===== config.mk =====
export PLATFORM = sky130hd
export DESIGN_NAME = align_job_scheduler
export DESIGN_NICKNAME = d
export VERILOG_FILES = /design/src/rtl/align_job_scheduler.sv
export SDC_FILE = /design/constraint.sdc
export NUM_CORES = 1
export LEC_CHECK = 0
export ABC_CLOCK_PERIOD_IN_PS = 4500
export CORE_MARGIN = 4
export CORE_UTILIZATION = 40
export CTS_CLUSTER_DIAMETER = 30
export DETAILED_ROUTE_END_ITERATION = 10
export GPL_TIMING_DRIVEN = 0
export PLACE_DENSITY = 0.8
export SETUP_SLACK_MARGIN = 0.2
export SYNTH_ARGS = -nofsm -noshare
export SYNTH_HDL_FRONTEND = slang
export SYNTH_SLANG_ARGS = --single-unit

===== constraint.sdc =====
create_clock -name clk -period 4.5 [get_ports clk]
set_input_delay 0.45 -clock clk [delete_from_list [all_inputs] [get_ports clk]]
set_output_delay 0.45 -clock clk [all_outputs]
set_load 0.01 [all_outputs]

===== src/rtl/align_job_scheduler.sv =====
// Round-robin job scheduler sharing one short_solver among NUM_REQ requesters; owns solver rst.
// Optional: define ALIGN_SCHED_CYCLE_COUNT_EN to add res_cycles (saturating RUN-cycle count).
module align_job_scheduler #(
    parameter int LEN1           = 10,
    parameter int LEN2           = 9,
    parameter int NUM_REQ        = 2,
    parameter int RST_CYCLES     = 2,
    parameter int TIMEOUT_CYCLES = 256,
    localparam int IW = $clog2(NUM_REQ),
    localparam int RW = $clog2(LEN1) + 1,
    localparam int CW = $clog2(LEN2) + 1
) (
    input  logic                                clk,
    input  logic                                rst,
    input  logic [NUM_REQ-1:0]                  req_valid,
    output logic [NUM_REQ-1:0]                  req_ready,
    input  logic [NUM_REQ-1:0][LEN1-1:0][1:0]   req_seq1,
    input  logic [NUM_REQ-1:0][LEN2-1:0][1:0]   req_seq2,
    output logic                                solver_rst,
    output logic [LEN1-1:0][1:0]                solver_seq1,
    output logic [LEN2-1:0][1:0]                solver_seq2,
    input  logic                                solver_finished,
    input  logic [RW-1:0]                       solver_maxRowId,
    input  logic [CW-1:0]                       solver_maxColId,
    output logic                                res_valid,
    input  logic                                res_ready,
    output logic [IW-1:0]                       res_id,
    output logic [RW-1:0]                       res_maxRowId,
    output logic [CW-1:0]                       res_maxColId,
    output logic                                res_timeout,
    output logic                                busy
`ifdef ALIGN_SCHED_CYCLE_COUNT_EN
    ,
    output logic [15:0]                         res_cycles
`endif
);
    // one counter serves both the CLEAR hold and the RUN timeout
    localparam int TW = $clog2(TIMEOUT_CYCLES > RST_CYCLES ? TIMEOUT_CYCLES : RST_CYCLES);

    typedef enum logic [1:0] {IDLE, CLEAR, RUN, RESULT} state_t;
    state_t state, state_nxt;

    logic [IW-1:0] last_grant, grant;
    logic          grant_found;
    logic [TW-1:0] cnt;
    logic          clr_done, run_timeout;

    assign clr_done    = (cnt == TW'(RST_CYCLES - 1));
    assign run_timeout = (cnt == TW'(TIMEOUT_CYCLES - 1));
    assign busy        = (state != IDLE);

    // search starts just past the last served requester
    always_comb begin
        grant       = '0;
        grant_found = 1'b0;
        for (int i = 0; i < NUM_REQ; i++) begin
            int idx;
            idx = (int'(last_grant) + 1 + i) % NUM_REQ;
            if (!grant_found && req_valid[IW'(idx)]) begin
                grant_found = 1'b1;
                grant       = IW'(idx);
            end
        end
    end

    always_ff @(posedge clk or posedge rst) begin
        if (rst) state <= IDLE;
        else     state <= state_nxt;
    end

    always_comb begin
        state_nxt = state;
        req_ready = '0;
        case (state)
            IDLE: if (grant_found) begin
                req_ready[grant] = 1'b1;
                state_nxt        = CLEAR;
            end
            CLEAR:   if (clr_done) state_nxt = RUN;
            RUN:     if (solver_finished || run_timeout) state_nxt = RESULT;
            RESULT:  if (res_ready) state_nxt = IDLE;
            default: state_nxt = IDLE;
        endcase
    end

`ifdef ALIGN_SCHED_CYCLE_COUNT_EN
    logic [15:0] cyc_cnt, cyc_nxt;
    assign cyc_nxt = (cyc_cnt == 16'hFFFF) ? cyc_cnt : cyc_cnt + 16'd1;
`endif

    always_ff @(posedge clk or posedge rst) begin
        if (rst) begin
            solver_rst   <= 1'b1;
            solver_seq1  <= '0;
            solver_seq2  <= '0;
            res_valid    <= 1'b0;
            res_id       <= '0;
            res_maxRowId <= '0;
            res_maxColId <= '0;
            res_timeout  <= 1'b0;
            last_grant   <= IW'(NUM_REQ - 1);
            cnt          <= '0;
`ifdef ALIGN_SCHED_CYCLE_COUNT_EN
            cyc_cnt      <= '0;
            res_cycles   <= '0;
`endif
        end else begin
            case (state)
                IDLE: if (grant_found) begin
                    solver_seq1 <= req_seq1[grant];
                    solver_seq2 <= req_seq2[grant];
                    res_id      <= grant;
                    cnt         <= '0;
`ifdef ALIGN_SCHED_CYCLE_COUNT_EN
                    cyc_cnt     <= '0;
`endif
                end
                CLEAR: begin
                    if (clr_done) begin
                        cnt        <= '0;
                        solver_rst <= 1'b0;
                    end else begin
                        cnt <= cnt + 1'b1;
                    end
                end
                RUN: begin
                    if (solver_finished || run_timeout) begin
                        // finished takes priority over a coincident timeout
                        res_maxRowId <= solver_finished ? solver_maxRowId : '0;
                        res_maxColId <= solver_finished ? solver_maxColId : '0;
                        res_timeout  <= !solver_finished;
                        res_valid    <= 1'b1;
                        solver_rst   <= 1'b1;
`ifdef ALIGN_SCHED_CYCLE_COUNT_EN
                        res_cycles   <= cyc_nxt;
`endif
                    end else begin
                        cnt <= cnt + 1'b1;
`ifdef ALIGN_SCHED_CYCLE_COUNT_EN
                        cyc_cnt <= cyc_nxt;
`endif
                    end
                end
                RESULT: if (res_ready) begin
                    res_valid  <= 1'b0;
                    last_grant <= res_id;
                end
                default: ;
            endcase
        end
    end
endmodule


==> impl_metrics.json <==
{
  "min_path_type": "reg -> reg",
  "drtIter0Drc": 78,
  "initial_core_util": 0.4178,
  "use_met2": 0.3440,
  "cpLargestDelayFamily": "buffers and inverters",
  "clock-sinks": 63,
  "syn_inst": 294,
  "routed_wl_um": 8811,
  "htreeDepth": 3,
  "yosysTopAreaCell": "dfrtp_1",
  "synth_compound_area_frac": 0.1544,
  "vias": 2762,
  "synth.area.mux_share": 0.1364,
  "setup_violations": 0,
  "post-cts-setup-buffers": 0,
  "end_kind": "output pin",
  "hold_buffers": 0,
  "p_sw_uw": 265.5,
  "worst-path-buf-inv": 3,
  "grt_pass1_vias": 2865,
  "ys.warnings.count": 0,
  "clockRootBuffer": "clkbuf_8",
  "crit_type": "reg -> out",
  "cts_tree": "yes",
  "hpwlAfterDp_um": 6921,
  "status": "finished clean",
  "synth_nets": 393,
  "place_congestion": 0.8475,
  "power_density_nw_per_um2": 254.8,
  "fin_setup_tns_ns": 0,
  "wl_per_cell_um": 15.88,
  "ys_seq_elements": 63,
  "cts.reportedPaths.clkPinSlew_ns": 0.06,
  "diodes": 0,
  "port_buffers": 145,
  "synthArstFlopShare": 1.000,
  "yosys.area_share.simple": 0.1307,
  "pwr-share-clk": 0.446,
  "coreArea_um2": 7331,
  "required_ns": 4.05,
  "max-cap-violations": 0,
  "synth_top_family_by_area": "compound AO/OA/AOI/OAI gates",
  "cp_cell_sequence": "inv_1 > ha_1 > nand2_1 > clkbuf_1 > nor2_1 > clkdlybuf4s50_1",
  "synth_edf_count": 0,
  "fin_util": 0.6658,
  "area_delta_synth_final_pct": 59.35,
  "tightestPinTransition_ns": 0.8645,
  "antenna_found_initial": 0,
  "synthTopCellsByArea": "dfrtp_1 50%, mux2i_1 12%, o21ai_0 6.5%",
  "antenna_left": 0,
  "dpl_cell_area_um2": 4658,
  "synth_ff_type": "dfrtp_1",
  "worst_ir_drop_vdd_uv": 168.0,
  "grt_pass1_wl_um": 13690,
  "synth_common_cells": "61 x dfrtp_1, 43 x nand2_1, 40 x o21ai_0, 38 x mux2i_1, 15 x and3_1",
  "clock.fmax_mhz": 363.1,
  "dpl.cell_count": 539,
  "crit_fanout": 10,
  "p_leak_uw": 0.002262,
  "finalCritPeriodShare": 0.6121,
  "post_synth.cell_area_avg_um2": 10.42,
  "synth-adder-area-share": 0.02859,
  "grt_util_met3": 0.05446,
  "drc": 0,
  "grt-busiest-layer": "met2",
  "rsz0062_at_grt": "false",
  "final_area_um2": 4881,
  "hold_viol_final": 0,
  "pwr-share-comb": 0.099,
  "via_per_inst": 4.977,
  "ioPinCount": 147,
  "dieArea_um2": 9121,
  "synth-xor-area-share": 0,
  "die_h_um": 95.51,
  "die_x_um": 95.51,
  "dr.pass1.iters": 4,
  "yosysTopAreaCellShare": 0.4984,
  "grt_overflow": 0,
  "nets": 550,
  "cts_inserted_buffers": 9,
  "netlist_area_um2": 3063,
  "grt_usage": 0.1971,
  "synth.most_common_cell": "dfrtp_1",
  "slew_headroom": 0.4228,
  "intPower_uw": 978.0,
  "cts_resized": 0,
  "power_uw": 1244,
  "start_kind": "flip-flop",
  "p_seq_frac": 0.455,
  "period_minus_slack_ns": 2.754,
  "clk_path_buf_depth": 2,
  "final_max_slew_viol_count": 0,
  "layout-drive-gt1-share": 0.06360,
  "final_cell_count_no_fill": 555,
  "swShare": 0.2135,
  "placementRows": 31,
  "clk_latency_ns": 0.35,
  "slowest_stage": "clkdlybuf4s50_1",
  "finClkSkew_ns": 0.01534,
  "synth.distinct_cells": 34,
  "crit_path_max_incr_delay_ns": 0.58,
  "cp.arrival_ns": 2.30,
  "grt_start_max_net_pins": 40,
  "grt_use_met1": 0.2328,
  "yosysSeqAreaShare": 0.5155
}
==> per-layer routing <==
metal	wire length, um	share of wire
met1	3406	0.39
met5	0	0
met4	112	0.013
met3	622	0.071
met2	4669	0.53
==> cell usage in the layout (no fill, tap or decap), types with 2 or more instances in the layout <==
cell type,instances
inv_1,9
or2_1,2
dfstp_2,2
o21a_1,2
a21oi_1,3
buf_2,3
o21ai_0,40
nor3_1,3
dfrtp_1,61
ha_1,7
mux2_2,2
clkbuf_8,10
nand2_1,43
nor2b_1,3
clkdlybuf4s50_1,145
mux2i_1,38
a22o_1,2
a211o_1,4
and3_1,15
nand3_1,4
clkbuf_1,15
a221o_1,3
a21o_1,11
bufinv_16,2
nor4_1,2
a31oi_1,4
nor2_1,6
==> worst register-to-register path, delay by kind of cell (launching register included) <==
family / cells / cell delay [ns]
buffers and inverters: 2 / 0.44
multiplexers: 1 / 0.28
adder cells (fa/ha/maj): 1 / 0.19
AO/OA/AOI/OAI: 2 / 0.36
AND/OR/NAND/NOR: 1 / 0.55
flip-flops: 1 / 0.40
==> sequential cells by signal, indices dropped and copies added, names as in the netlist <==
name          cells
cnt               8
last_grant        1
res_id            1
res_maxColId      5
res_maxRowId      5
res_timeout       1
res_valid         1
solver_rst        1
solver_seq1      20
solver_seq2      18
state             2
==> power by group through the flow <==
| stage | Clock [uW] | Sequential [uW] | Combinational, uW |
|---|---|---|---|
| global route | 591 | 566 | 132 |
| CTS | 569 | 566 | 125 |
| global placement | 0 | 577 | 120 |
| finish | 555 | 566 | 123 |
| floorplan | 0 | 577 | 34.5 |
| detailed placement | 0 | 577 | 124 |
==> cells by family (layout without fill, tap and decap cells) <==
family | Yosys count | in the layout
compound gates | 73 | 73
fa+ha+maj | 7 | 7
mux | 41 | 41
buf+inv | 27 | 189
flops | 63 | 63
simple gates | 83 | 83
==> through the flow <==
step	hold WS, ns	setup slack [ns]
final	0.4783	1.746
after global routing	0.4957	1.552
after CTS	0.4823	1.713
after detailed placement	0.4677	1.898
after global placement	0.4597	1.370
after floorplan	0.5162	2.484
==> path summary, 6_finish.rpt <==
kind	startpoint	end	slack, ns	cells past startpoint
hold / removal	solver_seq2[3]	solver_seq2[3]	0.48	2
min in group asynchronous	rst	solver_seq1[13]	0.60	2
max in group asynchronous	rst	last_grant	3.19	3
setup reg to reg	state[0]	cnt[0]	2.23	7
setup / recovery	state[0]	req_ready[1]	1.75	6
hold reg to reg	solver_seq2[3]	solver_seq2[3]	0.48	2
==> layout make-up <==
type | count | area [um2]
inverter | 10 | 37.54
multi-input combinational | 204 | 1379
buffer | 17 | 67.56
tap | 99 | 123.9
sequential | 63 | 1579
clock inverter | 5 | 81.33
timing repair buffer | 146 | 1471
fill | 594 | 2450
clock buffer | 11 | 141.4
(Power assumes the default switching activity.)
